**src/rtl/seq_booth_multiplier_if.sv**
```systemverilog
// seq_booth_multiplier_if: operand/result handshake bundle for the sequential Booth multiplier
interface seq_booth_multiplier_if #(parameter int SIZE = 64);
  logic            start;
  logic [1:0]      mult_mode;
  logic [SIZE-1:0] multiplicand;
  logic [SIZE-1:0] multiplier;
  logic [SIZE-1:0] result;
  logic            done;
  logic            stall;
  modport master (output start, mult_mode, multiplicand, multiplier, input result, done, stall);
  modport slave (input start, mult_mode, multiplicand, multiplier, output result, done, stall);
endinterface

```
**src/rtl/seq_booth_multiplier.sv**
```systemverilog
// seq_booth_multiplier: multi-cycle radix-4 Booth MUL/UMULH/SMULH; optional MULT_ZERO_BYPASS_EN skips iterations on zero operands
module seq_booth_multiplier #(
  parameter int SIZE = 64
) (
  input logic                    clk,
  input logic                    reset,
  seq_booth_multiplier_if.slave  bus
);
  localparam int ITERS = (SIZE + 2) / 2;
  localparam int CW = $clog2(ITERS + 1);
  localparam int W = SIZE + 2;
  localparam int PW = 2 * SIZE + 5;
  typedef enum logic [1:0] {IDLE, ITER, DONE} state_t;
  state_t state, state_n;
  logic [CW-1:0] cnt;
  logic [PW-1:0] prod;
  logic [W-1:0] a_reg;
  logic [1:0] mode;
  logic carry;
  logic [SIZE-1:0] result_q;
  logic accept, zero, signed_op, last;
  logic [W-1:0] a_in, b_in;
  logic [SIZE+2:0] a3, addend, sum;
  logic [2:0] sel;
  logic signed [PW-1:0] pre_shift;
  logic [PW-1:0] next_prod;
  assign accept = bus.start && state != ITER;
  assign last = cnt == CW'(1);
`ifdef MULT_ZERO_BYPASS_EN
  assign zero = accept && (bus.multiplicand == '0 || bus.multiplier == '0);
`else
  assign zero = 1'b0;
`endif
  assign signed_op = bus.mult_mode == 2'b10;
  assign a_in = signed_op ? {{2{bus.multiplicand[SIZE-1]}}, bus.multiplicand} : {2'b00, bus.multiplicand};
  assign b_in = signed_op ? {{2{bus.multiplier[SIZE-1]}}, bus.multiplier} : {2'b00, bus.multiplier};
  assign sel = {prod[1:0], carry};
  assign a3 = {a_reg[W-1], a_reg};
  // Booth digit selection and one add/shift step on the product register
  always_comb begin
    addend = (sel == 3'b001 || sel == 3'b010) ? a3 :
             (sel == 3'b011) ? a3 << 1 :
             (sel == 3'b100) ? -(a3 << 1) :
             (sel == 3'b101 || sel == 3'b110) ? -a3 : '0;
    sum = prod[PW-1:W] + addend;
    pre_shift = {sum, prod[W-1:0]};
    next_prod = pre_shift >>> 2;
  end
  // state register
  always_ff @(posedge clk) begin
    if (reset) state <= IDLE;
    else state <= state_n;
  end
  // next-state logic: ITER runs until the counter's last step; start is only honoured outside ITER
  always_comb begin
    state_n = state;
    if (state == ITER) state_n = last ? DONE : ITER;
    else state_n = bus.start ? (zero ? DONE : ITER) : IDLE;
  end
  // datapath: operand latch on accept, Booth iteration, result capture on the final step
  always_ff @(posedge clk) begin
    if (reset) begin
      prod <= '0;
      a_reg <= '0;
      mode <= '0;
      carry <= 1'b0;
      cnt <= '0;
      result_q <= '0;
    end else if (accept) begin
      mode <= bus.mult_mode;
      a_reg <= a_in;
      prod <= {{(SIZE + 3){1'b0}}, b_in};
      carry <= 1'b0;
      cnt <= CW'(ITERS);
      if (zero) result_q <= '0;
    end else if (state == ITER) begin
      prod <= next_prod;
      carry <= prod[1];
      cnt <= cnt - CW'(1);
      if (last) result_q <= (mode == 2'b01 || mode == 2'b10) ? next_prod[2*SIZE-1:SIZE] : next_prod[SIZE-1:0];
    end
  end
  assign bus.result = result_q;
  assign bus.done = state == DONE;
  assign bus.stall = state == ITER;
endmodule

```
**src/flat_wrapper.sv**
```systemverilog
// flat-port wrapper written by rule: the top's interface ports become plain ports
module seq_booth_multiplier_flat 
#(
  parameter int SIZE = 64
)
  (clk, reset, bus_start, bus_mult_mode, bus_multiplicand, bus_multiplier, bus_result, bus_done, bus_stall);
  seq_booth_multiplier_if #(.SIZE(SIZE)) bus_i ();
  input logic clk;
  input logic reset;
  input wire logic [$bits(bus_i.start)-1:0] bus_start;
  input wire logic [$bits(bus_i.mult_mode)-1:0] bus_mult_mode;
  input wire logic [$bits(bus_i.multiplicand)-1:0] bus_multiplicand;
  input wire logic [$bits(bus_i.multiplier)-1:0] bus_multiplier;
  output wire logic [$bits(bus_i.result)-1:0] bus_result;
  output wire logic [$bits(bus_i.done)-1:0] bus_done;
  output wire logic [$bits(bus_i.stall)-1:0] bus_stall;
  assign bus_i.start = bus_start;
  assign bus_i.mult_mode = bus_mult_mode;
  assign bus_i.multiplicand = bus_multiplicand;
  assign bus_i.multiplier = bus_multiplier;
  assign bus_result = bus_i.result;
  assign bus_done = bus_i.done;
  assign bus_stall = bus_i.stall;
  seq_booth_multiplier #(.SIZE(SIZE)) u_core (.clk(clk), .reset(reset), .bus(bus_i));
endmodule
```
**config.mk**
```make
export PLATFORM = sky130hd
export DESIGN_NAME = seq_booth_multiplier_flat
export DESIGN_NICKNAME = d
export VERILOG_FILES = /design/src/rtl/seq_booth_multiplier_if.sv /design/src/rtl/seq_booth_multiplier.sv /design/src/flat_wrapper.sv
export SDC_FILE = /design/constraint.sdc
export NUM_CORES = 1
export LEC_CHECK = 0
export BUFFER_PORTS_ARGS = -buffer_cell sky130_fd_sc_hd__buf_2
export CORE_MARGIN = 4
export CORE_UTILIZATION = 60
export DETAILED_ROUTE_END_ITERATION = 12
export HOLD_SLACK_MARGIN = 0.05
export PLACE_DENSITY_LB_ADDON = 0.05
export SYNTH_ARGS = -nofsm -noshare
export SYNTH_HDL_FRONTEND = slang
export SYNTH_SLANG_ARGS = --single-unit
```
**constraint.sdc**
```tcl
create_clock -name clk -period 6.2 [get_ports clk]
set_input_delay 1.55 -clock clk [delete_from_list [all_inputs] [get_ports clk]]
set_output_delay 1.55 -clock clk [all_outputs]
set_load 0.005 [all_outputs]
```
* Yosys cells after proc, flatten, opt, wreduce, memory -nomap -nowiden
Cells that the tools add are included.
Storage, ports and cells: word-level logic and storage cells 48, flip-flop bits (word level) 272
Cells by class: bitwise gates (word level) 1, equal/unequal tests 13, add/subtract/negate cells 4, muxes and demuxes 14, reductions and logical operators 7
Operators with widths (count):
- 2-to-1 mux 67 bit | 4
- 2-to-1 mux 66 bit | 4
- negation 67 bit | 2
- adder 67 bit | 1
- 2-to-1 mux 64 bit | 1
- 2-to-1 mux 6 bit | 2
- equality test 3 bit (second input constant) | 3
- equality test 2 bit (second input constant) | 3
- equality test 3 x 2 -> 1 bit (second input constant) | 2
- equality test 6 x 1 -> 1 bit (second input constant) | 1
- subtractor 6 x 1 -> 6 bit (second input constant) | 1
- equality test 2 x 1 -> 1 bit (second input constant) | 2
- 2-to-1 mux 2 bit | 2
- equality test 3 x 1 -> 1 bit (second input constant) | 1
- logical OR 1 bit | 3
- AND reduction 3 bit | 1
- inequality test 2 x 1 -> 1 bit (second input constant) | 1
- nonzero test 2 bit | 1
- OR reduction 2 bit | 1
- logical AND 1 bit | 1
- 2-to-1 mux 1 bit | 1
- inverter 1 bit | 1

* Logic depth before layout (Yosys ltp)
Gate-level depths: netlist of run 1.
depth in word-level cells 9, mapped depth 27, gate-level depth less buffers 25

* Worst setup path before layout of run 1
Ideal clock, no wire load.
path type register to register, start register u_core.a_reg[10], end register u_core.prod[130] (netlist name), required time 6077 ps, setup time 123 ps, arrival 5502 ps, setup slack 574 ps, clock period less this slack 5626 ps, cell stages (with the launch flop) 25, path through dfxtp_1 > buf_6 > or4_4 > or3_4 > or4_4 > nor4_4 > nand2_1 > nor4_1 > xnor2_1 > a221oi_1 > a21o_1 > a21oi_1 > ha_1 > clkbuf_1 > nand4_1 > or3_1 > or4_1 > nor2_1 > a21oi_1 > a21oi_1 > o211a_1 > o2111ai_1 > a21boi_0 > a21o_1 > nand3_1
Between the ends: word-level cells in the longest chain between the ends 6, elaborated cells between the ends (all ways) 7, classes of those cells add/sub: 3; mux: 4
Ends and longest elaborated chain:
- from (decl) | line seq_booth_multiplier.sv:17 | logic [W-1:0] a_reg;
- from (signal assigned) | line seq_booth_multiplier.sv:71 | a_reg <= a_in;
- negation 67 bit | line seq_booth_multiplier.sv:44 | (sel == 3'b101 || sel == 3'b110) ? -a3 : '0;
- 2-to-1 mux 67 bit | line seq_booth_multiplier.sv:44
- 2-to-1 mux 67 bit | line seq_booth_multiplier.sv:43 | (sel == 3'b100) ? -(a3 << 1) :
- 2-to-1 mux 67 bit | line seq_booth_multiplier.sv:42 | (sel == 3'b011) ? a3 << 1 :
- 2-to-1 mux 67 bit (*) | line seq_booth_multiplier.sv:41 | addend = (sel == 3'b001 || sel == 3'b010) ? a3 :
- adder 67 bit (*) | line seq_booth_multiplier.sv:45 | sum = prod[PW-1:W] + addend;
Mark *: on every way between the ends. The rest lies on a longest branch, timed or not. A chain may end at the register's enable or synchronous reset.

* Worst setup path after layout of run 1
start register u_core.a_reg[12], end register u_core.result_q[62] (netlist: u_core.bus.result[62])
Between the ends: word-level cells in the longest chain between the ends 7, elaborated cells between the ends (all ways) 8, classes of those cells add/sub: 3; mux: 5
Ends and longest elaborated chain:
- negation 67 bit | line seq_booth_multiplier.sv:44
- 2-to-1 mux 67 bit | line seq_booth_multiplier.sv:44
- 2-to-1 mux 67 bit | line seq_booth_multiplier.sv:43
- 2-to-1 mux 67 bit | line seq_booth_multiplier.sv:42
- 2-to-1 mux 67 bit (*) | line seq_booth_multiplier.sv:41
- adder 67 bit (*) | line seq_booth_multiplier.sv:45
- 2-to-1 mux 64 bit (*) | line seq_booth_multiplier.sv:80 | if (last) result_q <= (mode == 2'b01 || mode == 2'b10) ? next_prod[2*SIZE-1:SIZE] : next_prod[SIZE-1:0];
- to (signal assigned) | line seq_booth_multiplier.sv:80
- to (decl) | line seq_booth_multiplier.sv:20 | logic [SIZE-1:0] result_q;
Marked as above.

==> results of run 1 <==
## critical path, stage by stage (launching register included)
cell      delay [ns]
dfxtp_1         0.37
or4_4           0.53
or3_4           0.37
or4_4           0.45
nor4_4          0.24
buf_4           0.19
nand2b_4        0.09
nor2_1          0.12
xnor2_1         0.11
a221oi_1        0.30
a31oi_1         0.06
nor2_1          0.11
nor2_1          0.08
ha_2            0.41
nand4_1         0.21
or3_4           0.44
or4_1           0.47
nor2_1          0.14
a21oi_2         0.11
a21oi_2         0.18
o211a_1         0.20
nor2_1          0.06
xor2_1          0.18
o211ai_1        0.12
o211a_1         0.17
## worst max path at each step
stage	from	end	slack [ns]	cells past startpoint
5_1_grt	u_core.a_reg[12]	u_core.bus.result[57]	-0.01	22
3_3_place_gp	u_core.a_reg[27]	u_core.bus.result[62]	0.29	21
2_1_floorplan	u_core.a_reg[10]	u_core.prod[130]	0.57	24
6_report	u_core.a_reg[12]	u_core.bus.result[62]	0.37	24
4_1_cts	u_core.a_reg[27]	u_core.prod[130]	0.10	22
3_5_place_dp	u_core.a_reg[12]	u_core.bus.result[59]	0.18	21
## kinds of logic after synthesis
group	count (synthesis)	share of synthesized area, %
simple gates	889	21.1
compound gates	847	29.3
flops	271	29.4
buf+inv	266	5.50
xor+xnor	124	5.89
mux	72	3.91
fa+ha+maj	72	4.93
## final cells by class
type                       count  share of cell area [%]
tap                          390                    2.37
inverter                      30                   0.547
clock inverter                 7                   0.438
timing repair buffer         258                    7.11
sequential                   271                    26.4
clock buffer                  45                    4.17
multi-input combinational   2004                    59.0
## per-stage QoR
step           cells  hold slack [ns]  setup TNS (ns)  total power [uW]
2_1_floorplan   2541            0.436               0              3400
3_3_place_gp    2950            0.446               0              3960
3_5_place_dp    2950            0.455               0              3990
4_1_cts         3002            0.463               0              5710
5_1_grt         3005            0.479         -0.0107              6050
6_report        3005            0.460               0              5770
## report_power, final
part / internal [uW] / switching (uW)
combinational: 726 / 1290
sequential: 1880 / 143
clock: 993 / 740
total: 3600 / 2170
## layer usage
layer	share of wire, %	vias up
met4	1.9	4
met5	0.024	-
li1	-	9277
met2	42	945
met1	46	9167
met3	11	94
## cell usage in the layout, fill, tap and decap left out, drive strengths merged, types with 15 or more instances in the layout
master  instances
ha             71
a311oi         29
a221oi         46
nor2          252
dfxtp         271
a211oi         87
nor4           21
buf           258
inv            28
a21oi         309
or4            15
o22ai          56
a31oi          27
nand2b         15
clkbuf         45
xnor2          84
o21ai         108
mux2i          71
nand4          17
a21o           64
o211ai         18
xor2           40
o21bai         16
a31o           23
nor3           47
nand2         410
nand3          51
## what timing repair did
item,CTS,global route
endpoints found under the setup margin,0,29
hold buffers,0,0
buffers inserted,0,3
gates resized for setup,0,16
==> results.sh, run 1 <==
export IMPL_run_status="finished, final reports clean"
export IMPL_min_path_cells=2
export IMPL_vias=19500
export IMPL_hold_viol_final=0
export IMPL_final_setup_skew_ns=0.0377
export IMPL_vdd_drop_max_v=0.000256
export IMPL_gr_total_overflow=0
export IMPL_synthTopCellsByArea="dfxtp_1 (29%), a21oi_1 (8.4%), nand2_1 (8.3%), nor2_1 (5.1%), ha_1 (4.8%)"
export IMPL_synth_cell_type_count=76
export IMPL_synth_flop_cell="dfxtp_1"
export IMPL_drt_iter0_markers=2185
export IMPL_path_max_fanout=7
export IMPL_ys_async_sr_fraction_pct=0
export IMPL_r2r_start="u_core.a_reg[12]"
export IMPL_drv_slew=0
export IMPL_end_kind="flop"
export IMPL_wire_per_inst_um=19.8
export IMPL_multiInputGateArea_mm2=0.0121
export IMPL_maxSlewHeadroom_pct=31.4
export IMPL_met1_usage_pct=52.2
export IMPL_ff2ff_path_depth=24
export IMPL_final_antenna_net_count=0
export IMPL_syn_to_final_growth_pct=11.6
export IMPL_cts_buffer_depth=3
export IMPL_min_to="u_core.prod[103]"
export IMPL_placementRows=63
export IMPL_max_cap_viol_count=0
export IMPL_worstPathArrival_ns=6.29
export IMPL_synth_top_cell_area_share_pct=29.4
export IMPL_leakage_uw=0.00861
export IMPL_htree_levels=1
export IMPL_synth_area_mm2=0.0184
export IMPL_netlist_top_cells_count="nand2_1 (409), a21oi_1 (309), dfxtp_1 (271)"
export IMPL_grt_start_max_net_pins=93
export IMPL_place_port_buffers=198
export IMPL_globalRouteTotalUtil_pct=33.7
export IMPL_post_dp_hpwl_mm=42.2
export IMPL_gp_congestion=0.996
export IMPL_preCtsSetupSlack_ns=0.182
export IMPL_die_area_mm2=0.0336
export IMPL_initial_core_util_pct=61.6
export IMPL_vias_per_cell=6.48
export IMPL_yosysWarnings=0
export IMPL_post_route_worst_setup_slack_ns=0.367
export IMPL_synthCells=2541
export IMPL_worstHoldStart="u_core.prod[103]"
export IMPL_drc=0
export IMPL_fin_crit_ns=5.83
export IMPL_cts_made_buffers=30
export IMPL_r2r_slack_ns=0.37
export IMPL_largest_reg_flops=131
export IMPL_fillers=2611
export IMPL_clock_sinks=271
export IMPL_syn_nets=2746
export IMPL_setup_violations=0
export IMPL_drive_above_1_share_pct=13.9
export IMPL_synth_edf_count=0
export IMPL_tightestPinTransition_ns=1.03
export IMPL_crit_type="reg2reg"
export IMPL_place_area_mm2=0.0195
export IMPL_met2_usage_pct=49.1
export IMPL_io_pins=199
export IMPL_finalCritPeriodShare_pct=94.1
export IMPL_critPathLaunchType="flop"
export IMPL_final_core_util_pct=68.7
export IMPL_synth_seq_area_share_pct=29.4
export IMPL_yosys_area_top_type="dfxtp_1"
export IMPL_r2r_end="u_core.bus.result[62]"
export IMPL_n_antenna_cell=0
export IMPL_cts_root_buf="clkbuf_16"
export IMPL_hp_class="reg2reg"
export IMPL_grt_pass1_wl_mm=93.9
export IMPL_path_clk_slew_ns=0.06
export IMPL_cts_tree="built"
export IMPL_register_area_mm2=0.00543
export IMPL_firstDrtPassIters=5
export IMPL_use_met3_pct=6.29
export IMPL_rsz0062_at_grt="yes"
export IMPL_clock_fmax_ghz=0.171
export IMPL_clkLatencyLatePin_ns=0.60
export IMPL_stdcell_area_mm2=0.0206
export IMPL_dieWidth_um=183
export IMPL_fin_nets=2800
export IMPL_die_h_um=183
export IMPL_wl_mm=59.5
export IMPL_antenna_found_initial=3
export IMPL_busiest_layer="met1"
export IMPL_synth_seq_cells=271
export IMPL_coreArea_mm2=0.0300
export IMPL_power_density_mw_per_mm2=280
export IMPL_cp_required_ns=6.65
export IMPL_grt_pass1_vias=17500
export IMPL_synth_most_common_cell="nand2_1"
export IMPL_synth_avg_cell_area_um2=7.26
Note: power is estimated with default switching activity, not from simulation.
==> run 2, diff against run 1 <==
- PLACE_DENSITY: unset -> 0.8
- PLACE_DENSITY_LB_ADDON: 0.05 -> unset
- RECOVER_POWER: unset -> 100
==> results.sh, run 2 (synthesis gave the netlist of run 1 again) <==
export IMPL_busiest_layer="met1"
export IMPL_finalSetupTns_ns=0
export IMPL_finalCritPeriodShare_pct=95.7
export IMPL_layout_common_cells="nand2_1 (407), a21oi_1 (305), dfxtp_1 (269)"
export IMPL_setup_violations=0
export IMPL_met2_usage_pct=49.3
export IMPL_htree_levels=1
export IMPL_crit_type="reg2reg"
export IMPL_final_common_cell="nand2_1"
export IMPL_gr_total_overflow=0
export IMPL_worstPathArrival_ns=6.40
export IMPL_fin_crit_ns=5.94
export IMPL_die_area_mm2=0.0336
export IMPL_post_dp_hpwl_mm=42.3
export IMPL_die_h_um=183
export IMPL_violations="max-capacitance violations, max-slew violations"
export IMPL_dieWidth_um=183
export IMPL_end_kind="flop"
export IMPL_met1_usage_pct=51.1
export IMPL_cp_required_ns=6.66
export IMPL_clock_fmax_ghz=0.168
export IMPL_clkLatencyLatePin_ns=0.59
export IMPL_stdcell_area_mm2=0.0206
export IMPL_path_clk_slew_ns=0.06
export IMPL_wl_mm=59.7
export IMPL_antenna_found_initial=0
export IMPL_syn_to_final_growth_pct=11.5
export IMPL_run_status="finished, violations left"
export IMPL_drc=0
export IMPL_coreArea_mm2=0.0300
export IMPL_initial_core_util_pct=61.6
export IMPL_path_max_fanout=6
export IMPL_fin_nets=2800
export IMPL_cts_root_buf="clkbuf_16"
export IMPL_hold_viol_final=0
export IMPL_grt_pass1_vias=17900
export IMPL_drt_iter0_markers=2226
export IMPL_ff2ff_path_depth=22
export IMPL_max_cap_viol_count=4
export IMPL_gp_congestion=0.975
export IMPL_drv_slew=237
export IMPL_cts_buffer_depth=3
export IMPL_clock_sinks=271
export IMPL_final_antenna_net_count=0
export IMPL_cts_tree="built"
export IMPL_place_port_buffers=198
export IMPL_vias_per_cell=6.48
export IMPL_hp_class="reg2reg"
export IMPL_vdd_drop_max_v=0.000259
export IMPL_largest_reg_flops=131
export IMPL_placementRows=63
export IMPL_place_area_mm2=0.0195
export IMPL_globalRouteTotalUtil_pct=33.8
export IMPL_power_density_mw_per_mm2=289
export IMPL_wire_per_inst_um=19.8
export IMPL_critPathLaunchType="flop"
export IMPL_grt_pass1_wl_mm=94.8
export IMPL_drive_above_1_share_pct=12.0
export IMPL_leakage_uw=0.00842
export IMPL_rsz0062_at_grt="no"
export IMPL_n_antenna_cell=0
export IMPL_vias=19500
export IMPL_grt_start_max_net_pins=94
export IMPL_io_pins=199
export IMPL_min_path_cells=2
export IMPL_use_met3_pct=7.06
export IMPL_firstDrtPassIters=8
export IMPL_maxSlewHeadroom_pct=-130
export IMPL_cts_made_buffers=30
export IMPL_final_setup_skew_ns=0.0326
export IMPL_tightestPinTransition_ns=3.46
## run 2: cell count changes in the layout (fill, tap and decap cells not counted), sizes merged
cell and change:
clkbuf +61, inv +1, bufinv +1, buf -62, clkinvlp -1, clkinv +4
## run 2: worst max-delay path, cell delays in order (launching register included)
cell and delay [ns]:
dfxtp_1 0.36, or4_4 0.53, or3_4 0.36, or4_4 0.45, nor4_4 0.28, nand2_2 0.16
nor4_2 0.23, xnor2_1 0.16, a221oi_1 0.34, a21o_1 0.12, a21oi_1 0.07, ha_1 0.31
nand4_1 0.22, or3_1 0.46, or4_1 0.49, nor2_1 0.15, a21oi_2 0.10, a21oi_2 0.21
o211a_1 0.22, nor2_1 0.06, xor2_1 0.23, o211ai_1 0.14, o211a_1 0.17
## run 2: area by class of cell
class	instances	area [um^2]
fillers	2634	9400
clock inverters	12	145
inverters	30	113
clock buffers	44	913
repair buffers	258	1350
multi-input cells	2004	12100
flip-flops and latches	271	5430
well taps	390	488
## run 2: routing by layer
metal | routed length (um) | vias to the layer above | share of wire, %
met2 | 24500 | 1035 | 41
met3 | 6530 | 120 | 11
met1 | 27300 | 9103 | 46
met5 | 0 | - | 0
li1 | - | 9240 | -
met4 | 1390 | 0 | 2.3
## run 2: per-stage QoR
step | worst slack (ns) | utilization [%] | hold slack (ns) | std cells | total power [uW]
floorplan | 0.574 | - | 0.436 | 2541 | 3400
global placement | 0.313 | 65.3 | 0.445 | 2953 | 3980
detailed placement | 0.107 | 65.3 | 0.452 | 2953 | 4000
CTS | 0.0706 | 68.8 | 0.460 | 3009 | 5890
global route | 0.0138 | 68.6 | 0.481 | 3009 | 6220
finish | 0.264 | 68.6 | 0.461 | 3009 | 5940
## run 2: power breakdown
| part | total, uW | switching, uW | leakage [uW] | internal (uW) |
|---|---|---|---|---|
| Clock | 1890 | 779 | 0.000524 | 1110 |
| Sequential | 2020 | 145 | 0.00222 | 1880 |
| Combinational | 2030 | 1300 | 0.00567 | 733 |
| Total | 5940 | 2220 | 0.00842 | 3720 |
## run 2: path summary, 6_finish.rpt
path,slack (ns),start,to
worst max-delay path,0.26,u_core.a_reg[12],u_core.bus.result[62]
worst min-delay path,0.46,u_core.prod[103],u_core.prod[103]
worst max register to register,0.26,u_core.a_reg[12],u_core.bus.result[62]
worst min register to register,0.46,u_core.prod[103],u_core.prod[103]
## run 2: timing repair
action,CTS,global route
buffers inserted,0,0
hold buffers,0,0
endpoints found under the setup margin,0,19
resized for setup,0,14
